--- src/rtl/v850_pkg.sv ---
// Shared types and the instruction-length rule for the V850 fetch/align slice.
package v850_pkg;

    typedef logic [15:0] hw_t;
    typedef logic [31:0] addr_t;

    localparam hw_t NOP_HW = 16'h0000;

    // Format V and up (32-bit) have bits [10:9] of the first halfword both set.
    function automatic logic is_len32(hw_t hw);
        return hw[10:9] == 2'b11;
    endfunction

endpackage

--- src/rtl/v850_hw_queue.sv ---
// Halfword FIFO: push 0/1/2 and pop 0/1/2 per cycle, flush, two-entry head peek.
module v850_hw_queue
    import v850_pkg::*;
#(
    parameter int QDEPTH = 8,
    parameter int AW     = $clog2(QDEPTH)
) (
    input  logic        clk,
    input  logic        rst,
    input  logic        flush_i,
    input  logic [1:0]  push_n_i,
    input  hw_t         push_hw0_i,
    input  hw_t         push_hw1_i,
    input  logic [1:0]  pop_n_i,
    output logic [AW:0] count_o,
    output logic [AW:0] free_o,
    output hw_t         head0_o,
    output hw_t         head1_o
);

    hw_t           mem_q [QDEPTH];
    logic [AW-1:0] wr_q;
    logic [AW-1:0] rd_q;
    logic [AW:0]   cnt_q;

    always_ff @(posedge clk) begin
        if (rst || flush_i) begin
            wr_q  <= '0;
            rd_q  <= '0;
            cnt_q <= '0;
        end else begin
            wr_q  <= wr_q + AW'(push_n_i);
            rd_q  <= rd_q + AW'(pop_n_i);
            cnt_q <= cnt_q + (AW+1)'(push_n_i) - (AW+1)'(pop_n_i);
        end
    end

    // Storage is not reset; the consumer masks the head whenever count is too low.
    always_ff @(posedge clk) begin
        if (!rst && !flush_i) begin
            if (push_n_i != 2'd0) mem_q[wr_q]          <= push_hw0_i;
            if (push_n_i == 2'd2) mem_q[wr_q + AW'(1)] <= push_hw1_i;
        end
    end

    assign count_o = cnt_q;
    assign free_o  = (AW+1)'(QDEPTH) - cnt_q;
    assign head0_o = mem_q[rd_q];
    assign head1_o = mem_q[rd_q + AW'(1)];

endmodule

--- src/rtl/v850_fetch_align.sv ---
// Fetch/align: word fetch with credit-based flow control, halfword queue, 16/32-bit issue.
// Optional V850_FETCH_STATS_EN adds stat_issued / stat_stall counters.
module v850_fetch_align
    import v850_pkg::*;
#(
    parameter logic [31:0] RESET_PC  = 32'h0000_0000,
    parameter int          QDEPTH    = 8,
    parameter int          MAX_OUTST = 2
) (
    input  logic        clk,
    input  logic        rst,
    output logic        imem_req,
    output logic [31:0] imem_addr,
    input  logic        imem_ready,
    input  logic        imem_rvalid,
    input  logic [31:0] imem_rdata,
    input  logic        redirect_valid,
    input  logic [31:0] redirect_pc,
    output logic        dec_valid,
    input  logic        dec_ready,
    output logic [31:0] dec_instr,
    output logic [31:0] dec_pc,
    output logic        dec_len32
`ifdef V850_FETCH_STATS_EN
   ,output logic [31:0] stat_issued,
    output logic [31:0] stat_stall
`endif
);

    localparam int AW = $clog2(QDEPTH);

    addr_t       fetch_addr_q, fetch_addr_d;
    addr_t       pc_q, pc_d;
    logic        skip_lo_q, skip_lo_d;
    logic [1:0]  outst_q, outst_d;
    logic [1:0]  discard_q, discard_d;

    logic [AW:0] q_count, q_free;
    hw_t         head0, head1, push_hw0;
    logic [1:0]  push_n, pop_n;
    logic        len32, valid, hs, req_ok, accept, rsp;
    logic        unused_bits;

    assign unused_bits = redirect_pc[0];

    v850_hw_queue #(.QDEPTH(QDEPTH)) u_q (
        .clk        (clk),
        .rst        (rst),
        .flush_i    (redirect_valid),
        .push_n_i   (push_n),
        .push_hw0_i (push_hw0),
        .push_hw1_i (imem_rdata[31:16]),
        .pop_n_i    (pop_n),
        .count_o    (q_count),
        .free_o     (q_free),
        .head0_o    (head0),
        .head1_o    (head1)
    );

    always_comb begin
        len32  = is_len32(head0);
        valid  = !rst && ((q_count >= (AW+1)'(2)) || (q_count != '0 && !len32));
        hs     = valid && dec_ready;
        // Every in-flight word, plus the one about to be asked for, must fit.
        req_ok = !rst && !redirect_valid && (int'(outst_q) < MAX_OUTST) &&
                 (int'(q_free) >= 2 * (int'(outst_q) + 1));
        accept = req_ok && imem_ready;
        rsp    = imem_rvalid && (outst_q != 2'd0);

        pop_n        = hs ? (len32 ? 2'd2 : 2'd1) : 2'd0;
        push_n       = 2'd0;
        push_hw0     = skip_lo_q ? imem_rdata[31:16] : imem_rdata[15:0];
        outst_d      = outst_q + {1'b0, accept} - {1'b0, rsp};
        fetch_addr_d = fetch_addr_q;
        skip_lo_d    = skip_lo_q;
        discard_d    = discard_q;
        pc_d         = pc_q;

        if (redirect_valid) begin
            discard_d    = outst_q - {1'b0, rsp};
            fetch_addr_d = {redirect_pc[31:2], 2'b00};
            skip_lo_d    = redirect_pc[1];
            pc_d         = {redirect_pc[31:1], 1'b0};
        end else begin
            if (accept) fetch_addr_d = fetch_addr_q + 32'd4;
            if (rsp) begin
                if (discard_q != 2'd0) begin
                    discard_d = discard_q - 2'd1;
                end else begin
                    push_n    = skip_lo_q ? 2'd1 : 2'd2;
                    skip_lo_d = 1'b0;
                end
            end
            if (hs) pc_d = pc_q + (len32 ? 32'd4 : 32'd2);
        end
    end

    always_ff @(posedge clk) begin
        if (rst) begin
            fetch_addr_q <= {RESET_PC[31:2], 2'b00};
            skip_lo_q    <= RESET_PC[1];
            pc_q         <= {RESET_PC[31:1], 1'b0};
            outst_q      <= 2'd0;
            discard_q    <= 2'd0;
        end else begin
            fetch_addr_q <= fetch_addr_d;
            skip_lo_q    <= skip_lo_d;
            pc_q         <= pc_d;
            outst_q      <= outst_d;
            discard_q    <= discard_d;
        end
    end

    assign imem_req  = req_ok;
    assign imem_addr = fetch_addr_q;
    assign dec_valid = valid;
    assign dec_pc    = pc_q;
    assign dec_len32 = valid && len32;
    assign dec_instr = valid ? {(len32 ? head1 : NOP_HW), head0} : {NOP_HW, NOP_HW};

`ifdef V850_FETCH_STATS_EN
    logic [31:0] stat_issued_q, stat_stall_q;

    always_ff @(posedge clk) begin
        if (rst) begin
            stat_issued_q <= 32'd0;
            stat_stall_q  <= 32'd0;
        end else begin
            if (hs) stat_issued_q <= stat_issued_q + 32'd1;
            if (!valid && !redirect_valid) stat_stall_q <= stat_stall_q + 32'd1;
        end
    end

    assign stat_issued = stat_issued_q;
    assign stat_stall  = stat_stall_q;
`endif

    a_rsp_outst: assert property (@(posedge clk) disable iff (rst) imem_rvalid |-> outst_q != 2'd0);

endmodule

--- config.mk ---
export PLATFORM = sky130hd
export DESIGN_NAME = v850_fetch_align
export DESIGN_NICKNAME = d
export VERILOG_FILES = /design/src/rtl/v850_pkg.sv /design/src/rtl/v850_hw_queue.sv /design/src/rtl/v850_fetch_align.sv
export SDC_FILE = /design/constraint.sdc
export NUM_CORES = 1
export LEC_CHECK = 0
export BUFFER_PORTS_ARGS = -buffer_cell sky130_fd_sc_hd__buf_2
export CAP_MARGIN = 20
export CORE_ASPECT_RATIO = 1.5
export CORE_MARGIN = 10
export CORE_UTILIZATION = 40
export CTS_CLUSTER_SIZE = 28
export DETAILED_ROUTE_END_ITERATION = 8
export GPL_TIMING_DRIVEN = 0
export PLACE_DENSITY_LB_ADDON = 0.1
export SYNTH_ARGS = -nofsm -noshare
export SYNTH_HDL_FRONTEND = slang
export SYNTH_SLANG_ARGS = --single-unit
--- constraint.sdc ---
create_clock -name clk -period 5.11 [get_ports clk]
set_input_delay 1.022 -clock clk [delete_from_list [all_inputs] [get_ports clk]]
set_output_delay 1.022 -clock clk [all_outputs]
set_load 0.1 [all_outputs]
* Word level (Yosys, flattened, before mapping)
Memory sizes are Yosys's and may differ from the RTL's. A register that Yosys moved wholly into a read port is not among the register bits. Cells that the tools add are included.
Operators by class: add/subtract/negate cells 14, div/mod/pow operators 0, shift operators 0, $lt $le $gt $ge 3, equal/unequal tests 3, multiplexer cells 27, multiply operators 0, reductions and logical operators 25, bitwise operators 0
Operator list (number):
- two-way mux 32 bit | 5
- adder 32 x 3 -> 32 bit | 1
- adder 32 x 3 -> 32 bit, second input constant | 1
- two-way mux 16 bit | 2
- two-way mux 2 bit | 9
- nonzero test 2 bit | 7
- logical AND 1 bit | 9
- two-way mux 1 bit | 9
- adder 3 x 1 -> 3 bit, second input constant | 2
- adder 3 x 2 -> 3 bit | 2
- two-way mux 3 bit | 2
- adder 4 x 2 -> 4 bit | 1
- == test 2 bit, second input constant | 2
- greater-or-equal comparator 4 x 2 -> 1 bit, second input constant | 1
- greater-or-equal comparator 4 bit | 1
- AND reduction 2 bit | 2
- nonzero test 4 bit | 1
- subtractor 2 x 1 -> 2 bit | 2
- subtractor 4 x 2 -> 4 bit | 1
- subtractor 4 bit, first input constant | 1
- adder 2 x 1 -> 3 bit, second input constant | 1
- logical NOT 1 bit | 3
- adder 2 x 1 -> 2 bit | 1
- logical OR 1 bit | 2
- 4 further kinds | 4
Word-level totals: memories kept 1, output and inout port bits 99, memory bits (writable) 128, register bits after elaboration 79, memory bits (read-only) 0, latch bits 0
Memory list:
- u_q.mem_q | depth 8, width 16, read ports 2, clocked after Yosys merged registers in 1, write ports 2, line v850_hw_queue.sv:21 | hw_t mem_q [QDEPTH];

* Longest topological paths before layout
depth after elaboration 9, mapped depth 16

* Hierarchy
From an unflattened synthesis, not the netlist that was laid out.
Unflattened totals: cells, all modules 1010, area total of the unflattened synthesis 12482.0 um^2
Modules (own cells, without submodules):
- v850_hw_queue | times used 1, sequential area each 4043.9 um^2, cells each 463, area an instance 8085.3 um^2
- v850_fetch_align | times used 1, sequential area each 1321.3 um^2, cells each 547, area an instance 4396.7 um^2

* Worst setup path before layout
OpenSTA, ideal clock, no wires.
path type register to output, start point register u_q.rd_q[1], end point output dec_instr[19], required time 4.088 ns, buffers on the path 3, arrival 3.543 ns, cell stages (with the launch flop) 8, path slack 0.545 ns, path through dfxtp_1 -> ha_1 -> clkbuf_1 -> buf_1 -> clkbuf_1 -> mux4_2 -> nand2_1 -> a21oi_1
On the way: word-level cells in the longest chain between the ends 4
RTL lines:
- start, declared | line v850_hw_queue.sv:23 | logic [AW-1:0] rd_q;
- start signal, assigned | line v850_hw_queue.sv:33 | rd_q <= rd_q + AW'(pop_n_i);
- adder 3 x 1 -> 3 bit | line v850_hw_queue.sv:49 | assign head1_o = mem_q[rd_q + AW'(1)];
- memory (8 x 16 bit)
- two-way mux 16 bit | line v850_fetch_align.sv:119 | assign dec_instr = valid ? {(len32 ? head1 : NOP_HW), head0} : {NOP_HW, NOP_HW};
- two-way mux 32 bit | line v850_fetch_align.sv:119
- end, declared | line v850_fetch_align.sv:21 | output logic [31:0] dec_instr,
No other way between the ends.

* Worst setup path after layout
start point register u_q.rd_q[0], end point output dec_instr[31]
Same word-level chain as after synthesis.

==> impl_metrics.json <==
{
  "status": "complete, no violations",
  "holdBufCountCts": 0,
  "fin_nets": 1339,
  "cts_root_buf": "clkbuf_16",
  "met3_usage_pct": 3.585,
  "hold_violations": 0,
  "wl_um": 42980,
  "grt.busiest_layer": "met2",
  "io_pins": 169,
  "synth_cells": 1039,
  "grt_pass1_wl_um": 63230,
  "cp_max_fo": 10,
  "r2r_cells": 10,
  "end_kind": "primary output",
  "power_frac_comb_pct": 29.6,
  "fin_ws_ps": 188.6,
  "start_util_pct": 40.70,
  "cp-start-kind": "register",
  "min_path_type": "register to register",
  "met1_usage_pct": 24.62,
  "netlist.area_leader.share_pct": 31.11,
  "critical_path_class": "register to primary output",
  "vias_per_cell": 5.896,
  "portBuffers": 163,
  "swShare_pct": 36.93,
  "p_leak_nw": 5.322,
  "drive_above_1_share_pct": 36.46,
  "async_flop_share_pct": 0,
  "grt_remaining_overflow": 0,
  "finClkSkew_ps": 17.81,
  "die_width_um": 163.5,
  "core.rowCount": 78,
  "fmax_mhz": 203.2,
  "numCtsBuffers": 24,
  "remaining_drc_errors": 0,
  "r2r-start": "outst_q[1]",
  "power_density_nw_per_um2": 357.5,
  "first_iter_violations": 660,
  "dp_slack_ps": 258.3,
  "clkSinkCount": 204,
  "slew_violations": 0,
  "synth_cell_types": 68,
  "synth-warning-count": 0,
  "worst_pin_slew_ps": 1113,
  "insertion_delay_ps": 540,
  "intPower_mw": 3.336,
  "num_vias": 9781,
  "rsz0062_at_grt": "false",
  "fillers": 2835,
  "synth_top_cell_by_area": "edfxtp_1",
  "reg2reg_slack_ps": 1040,
  "post-dp-hpwl_um": 31550,
  "synth_seq_cells": 204,
  "vdd_drop_max_mv": 0.2746,
  "setup_viol": 0,
  "timing.rr.end": "u_q.mem_q[2][0]",
  "dr.pass1.iters": 5,
  "grt_max_degree": 14,
  "yosys-top-cells-area": "edfxtp_1, mux2_2, dfxtp_1",
  "syn_avg_cell_area_um2": 11.89,
  "grt_pass1_vias": 10119,
  "finalCriticalPeriod_ps": 4921,
  "post_cts_buffers": 0,
  "synthToLayoutAreaGrowth_pct": 19.75,
  "synth_ff_type": "edfxtp_1",
  "p_clk_share_pct": 34.6,
  "cp.arrival_ps": 3900,
  "htreeDepth": 1,
  "crit_required_ps": 4090,
  "ctsLongestPathBuffers": 3,
  "min_period_over_period_pct": 96.31,
  "drv_cap": 0,
  "use_met2_pct": 37.81,
  "cts_resized": 4,
  "setup_tns_ps": 0,
  "coreArea_um2": 30350,
  "power.switching_mw": 1.953,
  "critPathCapture": "dec_instr[31]",
  "grt_util_all_layers_pct": 21.64,
  "wl_per_cell_um": 25.91,
  "die_area_um2": 38460,
  "seq_area_frac_synth_pct": 43.43,
  "clk_pin_slew_ps": 60,
  "die_y_um": 235.2,
  "yosysMostFrequentCell": "mux2_2",
  "synth-edff-count": 128,
  "diodes": 0,
  "synth.cells.most_frequent": "mux2_2, edfxtp_1, dfxtp_1",
  "ant_nets": 0,
  "total_power_mw": 5.288,
  "slew_headroom_pct": 25.82,
  "fin_util_pct": 48.74,
  "gp_congestion": 0.8996,
  "tritoncts": "yes",
  "antenna_found_initial": 0,
  "synth_area_um2": 12350,
  "p_seq_share_pct": 35.8,
  "worstSetupStartpoint": "u_q.rd_q[0]"
}
-- layout by cell type (no fill, tap or decap), types with 5 or more instances in the layout --
cell type  instances
a2111oi_0          5
a211oi_1          24
a21boi_0          20
a21o_1             5
a21oi_1           53
a31oi_1           10
and2_1             8
and3_1            17
and4_1             7
buf_1             13
buf_16             5
buf_2            170
buf_8              6
clkbuf_1          39
clkbuf_16         25
dfxtp_1           76
edfxtp_1         128
fa_1               5
ha_1              23
inv_1             48
mux2_2           145
mux2i_1           18
mux4_2            64
nand2_1           75
nand3_1           25
nand4_1           14
nor2_1            56
nor3_1             7
o211ai_1           5
or3_1              8
xnor2_1           41
-- layout make-up --
class	instances	area, µm²	share of cell area [%]
clock inverters	14	177.7	1.201
clock buffers	30	644.4	4.356
repair buffers	175	1051	7.104
well taps	400	500.5	3.383
plain buffers	64	287.8	1.945
inverters	49	183.9	1.243
multi-input cells	723	6584	44.50
flip-flops and latches	204	5365	36.27
-- routing by layer --
metal  routed length [µm]  vias to the layer above
met5                    0                        -
met4                 2320                        0
met3                 2911                      101
met2                21840                      404
met1                15900                     4876
li1                     -                     4400
-- cell families after synthesis --
| family | synth area share, % |
|---|---|
| simple gates | 9.520 |
| compound gates | 10.38 |
| xor+xnor | 3.190 |
| other cells | 0.03035 |
| flops | 43.43 |
| buf+inv | 3.747 |
| mux | 26.56 |
| fa+ha+maj | 3.140 |
-- worst max-delay path, stage by stage (launching register included) --
cell and delay [ps]:
dfxtp_1 390, buf_6 210, buf_1 710, clkbuf_1 860
mux4_2 380, nand2_1 60, a21oi_1 250, buf_2 490
-- power by group through the flow --
| stage | sequential, mW | combinational (mW) | clock, mW |
|---|---|---|---|
| floorplan | 2.14 | 0.966 | 0 |
| global route | 1.90 | 1.66 | 1.92 |
| detailed placement | 1.93 | 1.57 | 0 |
| finish | 1.89 | 1.56 | 1.83 |
| global placement | 1.93 | 1.55 | 0 |
| CTS | 1.89 | 1.57 | 1.86 |
-- registers in the layout, indices dropped and copies added, names as in the netlist --
name	flops
u_q.mem_q	128
discard_q	2
u_q.wr_q	3
skip_lo_q	1
imem_addr	30
dec_pc	31
u_q.rd_q	3
u_q.count_o	4
outst_q	2
-- stage by stage --
stage | cells | hold slack, ps | area, µm²
after detailed placement | 1614 | 534.9 | 13930
final | 1659 | 530.4 | 14790
after CTS | 1658 | 546.9 | 14770
after global routing | 1659 | 566.4 | 14790
after global placement | 1604 | 522.8 | 13680
after floorplan | 1041 | 581.3 | 12360
-- worst min path at each step --
stage	depth (start not counted)	startpoint	slack [ps]	to
2_1_floorplan	3	outst_q[1]	580	outst_q[1]
3_3_place_gp	1	imem_addr[19]	520	imem_addr[19]
3_5_place_dp	1	imem_addr[7]	530	imem_addr[7]
4_1_cts	1	imem_addr[7]	550	imem_addr[7]
5_1_grt	1	imem_addr[7]	570	imem_addr[7]
6_report	2	imem_addr[31]	530	imem_addr[31]
(Power assumes the default switching activity.)
